File: config.mk
export PLATFORM = sky130hd
export DESIGN_NAME = instr_encoder
export DESIGN_NICKNAME = d
export VERILOG_FILES = /design/src/rtl/instr_encoder_pkg.sv /design/src/rtl/instr_pack.sv /design/src/rtl/instr_encoder.sv
export SDC_FILE = /design/constraint.sdc
export NUM_CORES = 1
export LEC_CHECK = 0
export BUFFER_PORTS_ARGS = -buffer_cell sky130_fd_sc_hd__buf_2
export CAP_MARGIN = 20
export CORE_AREA = 4 4 74 76
export DETAILED_ROUTE_END_ITERATION = 8
export DIE_AREA = 0 0 78 80
export PLACE_DENSITY = 0.9
export SLEW_MARGIN = 30
export SYNTH_ARGS = -nofsm -noshare
export SYNTH_HDL_FRONTEND = slang
export SYNTH_SLANG_ARGS = --single-unit
File: constraint.sdc
create_clock -name e_clk -period 3.3 [get_ports e_clk]
set_clock_uncertainty 0.05 [all_clocks]
set_input_delay 0.66 -clock e_clk [delete_from_list [all_inputs] [get_ports e_clk]]
set_output_delay 0.66 -clock e_clk [all_outputs]
set_load 0.1 [all_outputs]
File: src/rtl/instr_encoder_pkg.sv
// Shared field widths, MIPS opcode/funct codes and encoder FSM states.
package instr_encoder_pkg;

    localparam int unsigned OPCODE_WIDTH = 6;
    localparam int unsigned FUNCT_WIDTH  = 6;

    typedef enum logic [OPCODE_WIDTH-1:0] {
        OP_RTYPE  = 6'h00,
        OP_BRANCH = 6'h04,
        OP_ADDI   = 6'h08,
        OP_ADDIU  = 6'h09,
        OP_SLTI   = 6'h0A,
        OP_SLTIU  = 6'h0B,
        OP_ANDI   = 6'h0C,
        OP_ORI    = 6'h0D,
        OP_XORI   = 6'h0E,
        OP_LOAD   = 6'h23,
        OP_STORE  = 6'h2B
    } opcode_e;

    typedef enum logic [FUNCT_WIDTH-1:0] {
        FN_ADD = 6'h20,
        FN_SUB = 6'h22,
        FN_AND = 6'h24,
        FN_OR  = 6'h25,
        FN_XOR = 6'h26
    } funct_e;

    typedef enum logic [1:0] {
        ST_IDLE,
        ST_LOAD,
        ST_DONE
    } state_e;

endpackage

File: src/rtl/instr_pack.sv
// Combinational packer: decoded fields -> 32-bit MIPS word plus an illegal flag.
module instr_pack
    import instr_encoder_pkg::*;
#(
    parameter int unsigned AWIDTH    = 5,
    parameter int unsigned IWIDTH    = 32,
    parameter int unsigned IMM_WIDTH = 16
) (
    input  logic [OPCODE_WIDTH-1:0] opcode,
    input  logic [FUNCT_WIDTH-1:0]  funct,
    input  logic [AWIDTH-1:0]       rs,
    input  logic [AWIDTH-1:0]       rt,
    input  logic [AWIDTH-1:0]       rd,
    input  logic [IMM_WIDTH-1:0]    imm,
    output logic [IWIDTH-1:0]       word,
    output logic                    illegal
);

    // Pick the field layout from the opcode; unknown encodings become a NOP word.
    always_comb begin
        word    = '0;
        illegal = 1'b0;
        case (opcode)
            OP_RTYPE: begin
                case (funct)
                    FN_ADD, FN_SUB, FN_AND, FN_OR, FN_XOR:
                        word = IWIDTH'({opcode, rs, rt, rd, 5'b0, funct});
                    default:
                        illegal = 1'b1;
                endcase
            end
            OP_LOAD, OP_STORE, OP_BRANCH, OP_ADDI, OP_ADDIU,
            OP_SLTI, OP_SLTIU, OP_ANDI, OP_ORI, OP_XORI:
                word = IWIDTH'({opcode, rs, rt, imm});
            default:
                illegal = 1'b1;
        endcase
    end

endmodule

File: src/rtl/instr_encoder.sv
// Instruction encoder: accepts decoded field sets over valid/ready and streams
// packed words into instruction memory from a programmable base address.
module instr_encoder
    import instr_encoder_pkg::*;
#(
    parameter int unsigned AWIDTH     = 5,
    parameter int unsigned IWIDTH     = 32,
    parameter int unsigned IMM_WIDTH  = 16,
    parameter int unsigned MEM_AWIDTH = 8
) (
    input  logic                    e_clk,
    input  logic                    e_rst,
    input  logic                    e_i_start,
    input  logic [MEM_AWIDTH-1:0]   e_i_base,
    input  logic                    e_i_valid,
    output logic                    e_o_ready,
    input  logic                    e_i_last,
    input  logic [OPCODE_WIDTH-1:0] e_i_opcode,
    input  logic [FUNCT_WIDTH-1:0]  e_i_funct,
    input  logic [AWIDTH-1:0]       e_i_addr_rs,
    input  logic [AWIDTH-1:0]       e_i_addr_rt,
    input  logic [AWIDTH-1:0]       e_i_addr_rd,
    input  logic [IMM_WIDTH-1:0]    e_i_imm,
    output logic                    e_o_we,
    output logic [MEM_AWIDTH-1:0]   e_o_waddr,
    output logic [IWIDTH-1:0]       e_o_instr,
    output logic [MEM_AWIDTH:0]     e_o_count,
    output logic                    e_o_done,
    output logic                    e_o_err
);

    state_e                state, state_nxt;
    logic [MEM_AWIDTH-1:0] ptr;
    logic [MEM_AWIDTH:0]   count;
    logic                  err;
    logic                  xfer;
    logic                  at_last_slot;
    logic                  count_full;
    logic [IWIDTH-1:0]     pack_word;
    logic                  pack_illegal;

    // count never exceeds DEPTH, so its MSB alone flags "full" and all-ones
    // in the low bits flags the final free slot.
    assign count_full   = count[MEM_AWIDTH];
    assign at_last_slot = !count[MEM_AWIDTH] && (&count[MEM_AWIDTH-1:0]);

    instr_pack #(
        .AWIDTH    (AWIDTH),
        .IWIDTH    (IWIDTH),
        .IMM_WIDTH (IMM_WIDTH)
    ) u_pack (
        .opcode  (e_i_opcode),
        .funct   (e_i_funct),
        .rs      (e_i_addr_rs),
        .rt      (e_i_addr_rt),
        .rd      (e_i_addr_rd),
        .imm     (e_i_imm),
        .word    (pack_word),
        .illegal (pack_illegal)
    );

    // State register.
    always_ff @(posedge e_clk) begin
        if (e_rst) state <= ST_IDLE;
        else       state <= state_nxt;
    end

    // Next state, ready and transfer decode; start overrides everything.
    always_comb begin
        state_nxt = state;
        e_o_ready = 1'b0;
        xfer      = 1'b0;
        if (e_i_start) begin
            state_nxt = ST_LOAD;
        end else begin
            case (state)
                ST_LOAD: begin
                    e_o_ready = !count_full;
                    xfer      = e_i_valid && !count_full;
                    if (xfer && (e_i_last || at_last_slot))
                        state_nxt = ST_DONE;
                end
                default: ;
            endcase
        end
    end

    // Write port registers, address pointer, word count and sticky error.
    always_ff @(posedge e_clk) begin
        if (e_rst) begin
            ptr       <= '0;
            count     <= '0;
            err       <= 1'b0;
            e_o_we    <= 1'b0;
            e_o_waddr <= '0;
            e_o_instr <= '0;
        end else begin
            e_o_we <= xfer;
            if (e_i_start) begin
                ptr   <= e_i_base;
                count <= '0;
                err   <= 1'b0;
            end else if (xfer) begin
                e_o_waddr <= ptr;
                e_o_instr <= pack_word;
                ptr       <= ptr + MEM_AWIDTH'(1);
                if (!count_full)
                    count <= count + (MEM_AWIDTH+1)'(1);
                if (pack_illegal || (at_last_slot && !e_i_last))
                    err <= 1'b1;
            end
        end
    end

    assign e_o_count = count;
    assign e_o_err   = err;
    assign e_o_done  = (state == ST_DONE);

endmodule

Yosys cells after proc, flatten, opt, wreduce, memory -nomap -nowiden
Cells that the tools add are included.
{ "word_totals": {"reg_bits": 61, "latch_bits": 0, "mem_bits_rw": 0, "romBits": 0, "inputBits": 56, "out_inout_bits": 53, "elab_cells": 65, "mem_count": 0} }
{ "op_classes": {"n_addsub": 2, "mul": 0, "div": 0, "magnitude_cmp": 0, "n_eq_ne": 17, "shift": 0, "mux": 14, "bitwise": 2, "n_reduce_logical": 21} }
{ "ops": {"columns": ["cell", "n"], "rows": [
  ["case mux 32 bit (2 select lines)", 1],
  ["== test 6 x 4 -> 1 bit, second input constant", 7],
  ["== test 6 bit, second input constant", 7],
  ["2-to-1 mux 32 bit", 1],
  ["2-to-1 mux 8 bit", 2],
  ["AND reduction 2 bit", 5],
  ["OR reduction 10 bit", 1],
  ["adder 9 x 1 -> 9 bit, second input constant", 1],
  ["2-to-1 mux 9 bit", 1],
  ["adder 8 x 1 -> 8 bit, second input constant", 1],
  ["2-to-1 mux 1 bit", 8],
  ["AND reduction 8 bit", 1],
  ["== test 6 x 3 -> 1 bit, second input constant", 1],
  ["zero test 6 bit", 1],
  ["nonzero test 2 bit", 3],
  ["OR reduction 5 bit", 1],
  ["logical AND 1 bit", 4],
  ["== test 2 x 1 -> 1 bit, second input constant", 1],
  ["== test 2 bit, second input constant", 1],
  ["zero test 1 bit", 2],
  ["logical OR 1 bit", 2],
  ["NOT 1 bit", 2],
  ["case mux 1 bit (2 select lines)", 1],
  ["OR reduction 2 bit", 1]
]} }

Depth between registers and ports, before layout
{ "depth": {"depth_word": 7, "ltp_mapped": 7, "mapped_depth_nobuf": 6} }

Modules after synthesis
From an unflattened synthesis, not the netlist that was laid out.
{ "hier_totals": {"hier_cells": 366, "hier_area_um2": 2986.6} }
{ "by_module_without_submodules": {"columns": ["mod", "n_inst", "cells_each", "area_per_inst_um2", "seq_area_each_um2"], "rows": [
  ["instr_encoder", 1, 314, 2590.0, 1221.2],
  ["instr_pack", 1, 52, 396.6, 0.0]
]} }

Worst setup path before layout
OpenSTA, ideal clock, no wires.
{ "synth_path": {"kind": "input -> output", "startpoint": "input port e_i_start", "endpoint": "output port e_o_ready", "arrival_time_ns": 4.150, "required_ns": 2.590, "slack_ns": -1.560, "cell_stages": 3, "path_buffers": 2, "path_cell_list": "clkbuf_1 > clkbuf_1 > nor4b_1"} }
{ "synth_between": {"elab_chain_len": 1} }
{ "synth_lines": {"columns": ["item", "line", "text"], "rows": [
  ["start, declared", "instr_encoder.sv:13", "input logic e_i_start,"],
  ["2-to-1 mux 1 bit", "instr_encoder.sv:73", "if (e_i_start) begin"],
  ["end, declared", "instr_encoder.sv:16", "output logic e_o_ready,"]
]} }
No other way between the ends.

Worst setup path in the final report
Same ends and word-level chain as after synthesis.

==> summary.txt <==
Finish
  – Synth-to-Final Area Change: 31.5%
  – Fill cell total of the finished layout: 397
  – Number of antenna cells inserted: 0
  – Commonest non-fill, non-tap cell in the layout: sky130_fd_sc_hd__buf_2
  – Net count, final: 417
  – Final cell count without fillers: 427
  – Fraction of layout cells with a size suffix above 1: 0.353
  – Highest-count cells in the layout ignoring fill and taps: 108 x sky130_fd_sc_hd__buf_2, 61 x sky130_fd_sc_hd__dfxtp_1, 37 x sky130_fd_sc_hd__nand2_1, 29 x sky130_fd_sc_hd__a22o_1

Logic synthesis
  – Part of the Yosys area used for sequential elements: 0.515
  – Total number of yosys warnings: 0
  – Leading post-synthesis cells by cell area: sky130_fd_sc_hd__dfxtp_1 52%, sky130_fd_sc_hd__a22o_1 11%, sky130_fd_sc_hd__nand2_1 5.9%
  – Flip-flop and latch count after synthesis: 61
  – Area of the mapped netlist: 2370 µm²
  – Synthesized instance count: 250
  – Mapped Avg Cell Area: 9.48 µm²
  – Area fraction of the dominant cell type after synthesis: 0.515
  – Leading area contributor after synthesis: sky130_fd_sc_hd__dfxtp_1
  – Post-synth net total: 308
  – Number of distinct library cell variants in the gate-level netlist after synthesis: 36

Clocking
  – Count of H-tree levels built during CTS: 3
  – Number of buffers between clock root and the deepest sink: 2
  – Clock tree from TritonCTS: built
  – Clk Latency, worst-skew pair: 0.32 ns
  – CTS buffer count: 9
  – Total clock sinks: 61
  – Cells resized by post-CTS repair: 0
  – Hold-fix buffers at CTS: 0
  – Cell at the root of the clock tree: sky130_fd_sc_hd__clkbuf_8
  – Clock transition time at the flip-flop clock pins of the worst setup and hold paths: ~0.060 ns
  – Number of setup buffers added after CTS: 0

Routing
  – Iteration-0 DRC count of the detailed router: 63
  – Total vias in the final route: 2225
  – Post-route DRC: 0
  – Routed metal-1 wire length: ~2.6 mm
  – Vias per inst: 5.21
  – Highest Signal Layer: met4
  – DR WL met3: 445 µm
  – Remaining antenna violation count: 0
  – Total met2 wirelength after detailed routing: ~2.8 mm
  – Routed wire length: 6.03 mm
  – Average wire per cell in the routed design: 14.1 µm
  – Number of iterations in the first detailed-routing pass: 4

STA
  – Total negative slack: 0 ns
  – Slew at the pin closest to its max-slew limit: 0.502 ns
  – Setup repair after global routing missed its margin: false
  – Final hold violations: 0
  – Final worst path period share: 0.698
  – Number of slew-limit violations in the final report: 0
  – Shortest period the worst path allows: 2.30 ns
  – Setup slack after layout: 0.996 ns
  – Worst Hold Margin: 0.402 ns
  – Setup violations, final: 0
  – Relative slew margins: 0.668
  – F_max: 434 MHz

Place
  – Final GP Congestion: 0.786
  – # port buffers: 108
  – Number of cells after detailed placement: 415
  – HPWL after detailed placement: 4.48 mm
  – Worst slack, placed: 0.780 ns

Power
  – Overall Power: 1380 µW
  – Largest voltage drop on the vdd net: between 150 and 200 µV
  – Leakage power figure: 0.00153 µW
  – PwrDens: 442 nW/µm²

Critical path
  – Buf/Inv on CP: 2
  – Crit path max-delay family: buffers and inverters
  – Worst-path cell chain: buf_2 -> nor4b_4 -> buf_2
  – Delay of the slowest cell on the worst path: around 0.46 ns
  – Slowest CP cell: sky130_fd_sc_hd__buf_2
  – CP Data Required Time: 2.59 ns
  – CP Capture Type: output pin
  – CP Max Fanout: 15
  – Most frequent CP cell: sky130_fd_sc_hd__buf_2
  – Crit Path Category: primary input to output pin
  – Critical path data arrival time: 1.59 ns
  – Kind of start point of the critical path: primary input

Floorplanning
  – Boundary pin count: 109
  – Number of cell rows: 25
  – Vertical extent of the die: 80 µm
  – Die X-Extent: 78 µm
  – Initial Utilization: 0.502
  – Die footprint: approximately 6200 µm²
  – Core box area: 4720 µm²

GRT
  – Initial antenna violation count: 0
  – Total global routing overflow: 0
  – Pin count of the biggest net entering global routing: 32
  – Via count of the first global-routing pass: 2138
  – GRT Total Usage: 0.197
  – First-pass GRT wire length: around 9.7 mm

Run
  – Count of max-cap constraint violations: 0

Status
  – Outcome: complete, no violations

Worst hold path
  – Type of the tightest min-delay check: register to register
[cell type report]
class	count	area [µm²]	area share
clock buffer	12	135	0.0433
tap	67	83.8	0.0269
multi-input combinational	172	1100	0.353
inverter	4	15.0	0.00482
timing repair buffer	111	563	0.181
sequential	61	1220	0.392
[worst reg2reg max path, stage by stage (launching register included)]
cell and delay, ns:
sky130_fd_sc_hd__dfxtp_1 0.37, sky130_fd_sc_hd__and4bb_1 0.56, sky130_fd_sc_hd__nand3_2 0.22, sky130_fd_sc_hd__nor3_4 0.45, sky130_fd_sc_hd__a31o_1 0.37, sky130_fd_sc_hd__a22o_1 0.19
[report_power, final]
part	internal, µW	leakage [µW]	switching [µW]
Sequential	747	0.000493	9.16
Clock	256	0.0000683	236
Combinational	46.3	0.000964	82.8
[sequential cells by signal, summed over array words and instances, names as in the netlist]
| register | count |
|---|---|
| state | 2 |
| e_o_err | 1 |
| e_o_we | 1 |
| e_o_waddr | 8 |
| ptr | 8 |
| e_o_instr | 32 |
| e_o_count | 9 |
[per-layer routing]
metal,GRT usage,vias to the layer above
met3,0.0440,13
met4,0.114,0
met1,0.232,1011
met5,0,-
li1,-,1108
met2,0.330,93
[synth_stat cells (all sizes together)]
library cell / count
a21o: 8
a31oi: 2
o32a: 1
nand2: 37
clkbuf: 8
xnor2: 9
nand3: 8
inv: 4
nor4b: 1
or2: 1
and4bb: 1
o32ai: 1
nor3: 5
and2: 4
nor2b: 2
o221ai: 1
dfxtp: 61
nand4: 3
a31o: 1
a22oi: 1
a22o: 29
nor2: 21
xor2: 5
o211ai: 1
nand4bb: 1
a21oi: 20
o21ai: 2
ha: 2
mux2i: 2
a221o: 1
buf: 5
and4: 2
[through the flow]
stage | util | area [µm²]
after global routing | 0.660 | 3120
final | 0.660 | 3120
after global placement | 0.632 | 2980
after CTS | 0.660 | 3120
after detailed placement | 0.632 | 2980
after floorplan | - | 2390
[final timing paths]
path	startpoint	end	slack [ns]	cells past startpoint
worst max-delay path	e_i_start	e_o_ready	1.0	3
worst min-delay path	e_o_instr[30]$_SDFFE_PP0P_	e_o_instr[30]$_SDFFE_PP0P_	0.40	1
worst max register to register	e_o_count[8]$_SDFFE_PP0P_	e_o_instr[20]$_SDFFE_PP0P_	1.03	5
worst min register to register	e_o_instr[30]$_SDFFE_PP0P_	e_o_instr[30]$_SDFFE_PP0P_	0.40	1
[kinds of logic after synthesis]
logic type	synth area share
fa+ha+maj	0.0106
compound gates	0.210
buf+inv	0.0306
flops	0.515
xor+xnor	0.0517
simple gates	0.174
mux	0.00844
Note: power is estimated with default switching activity, not from simulation.
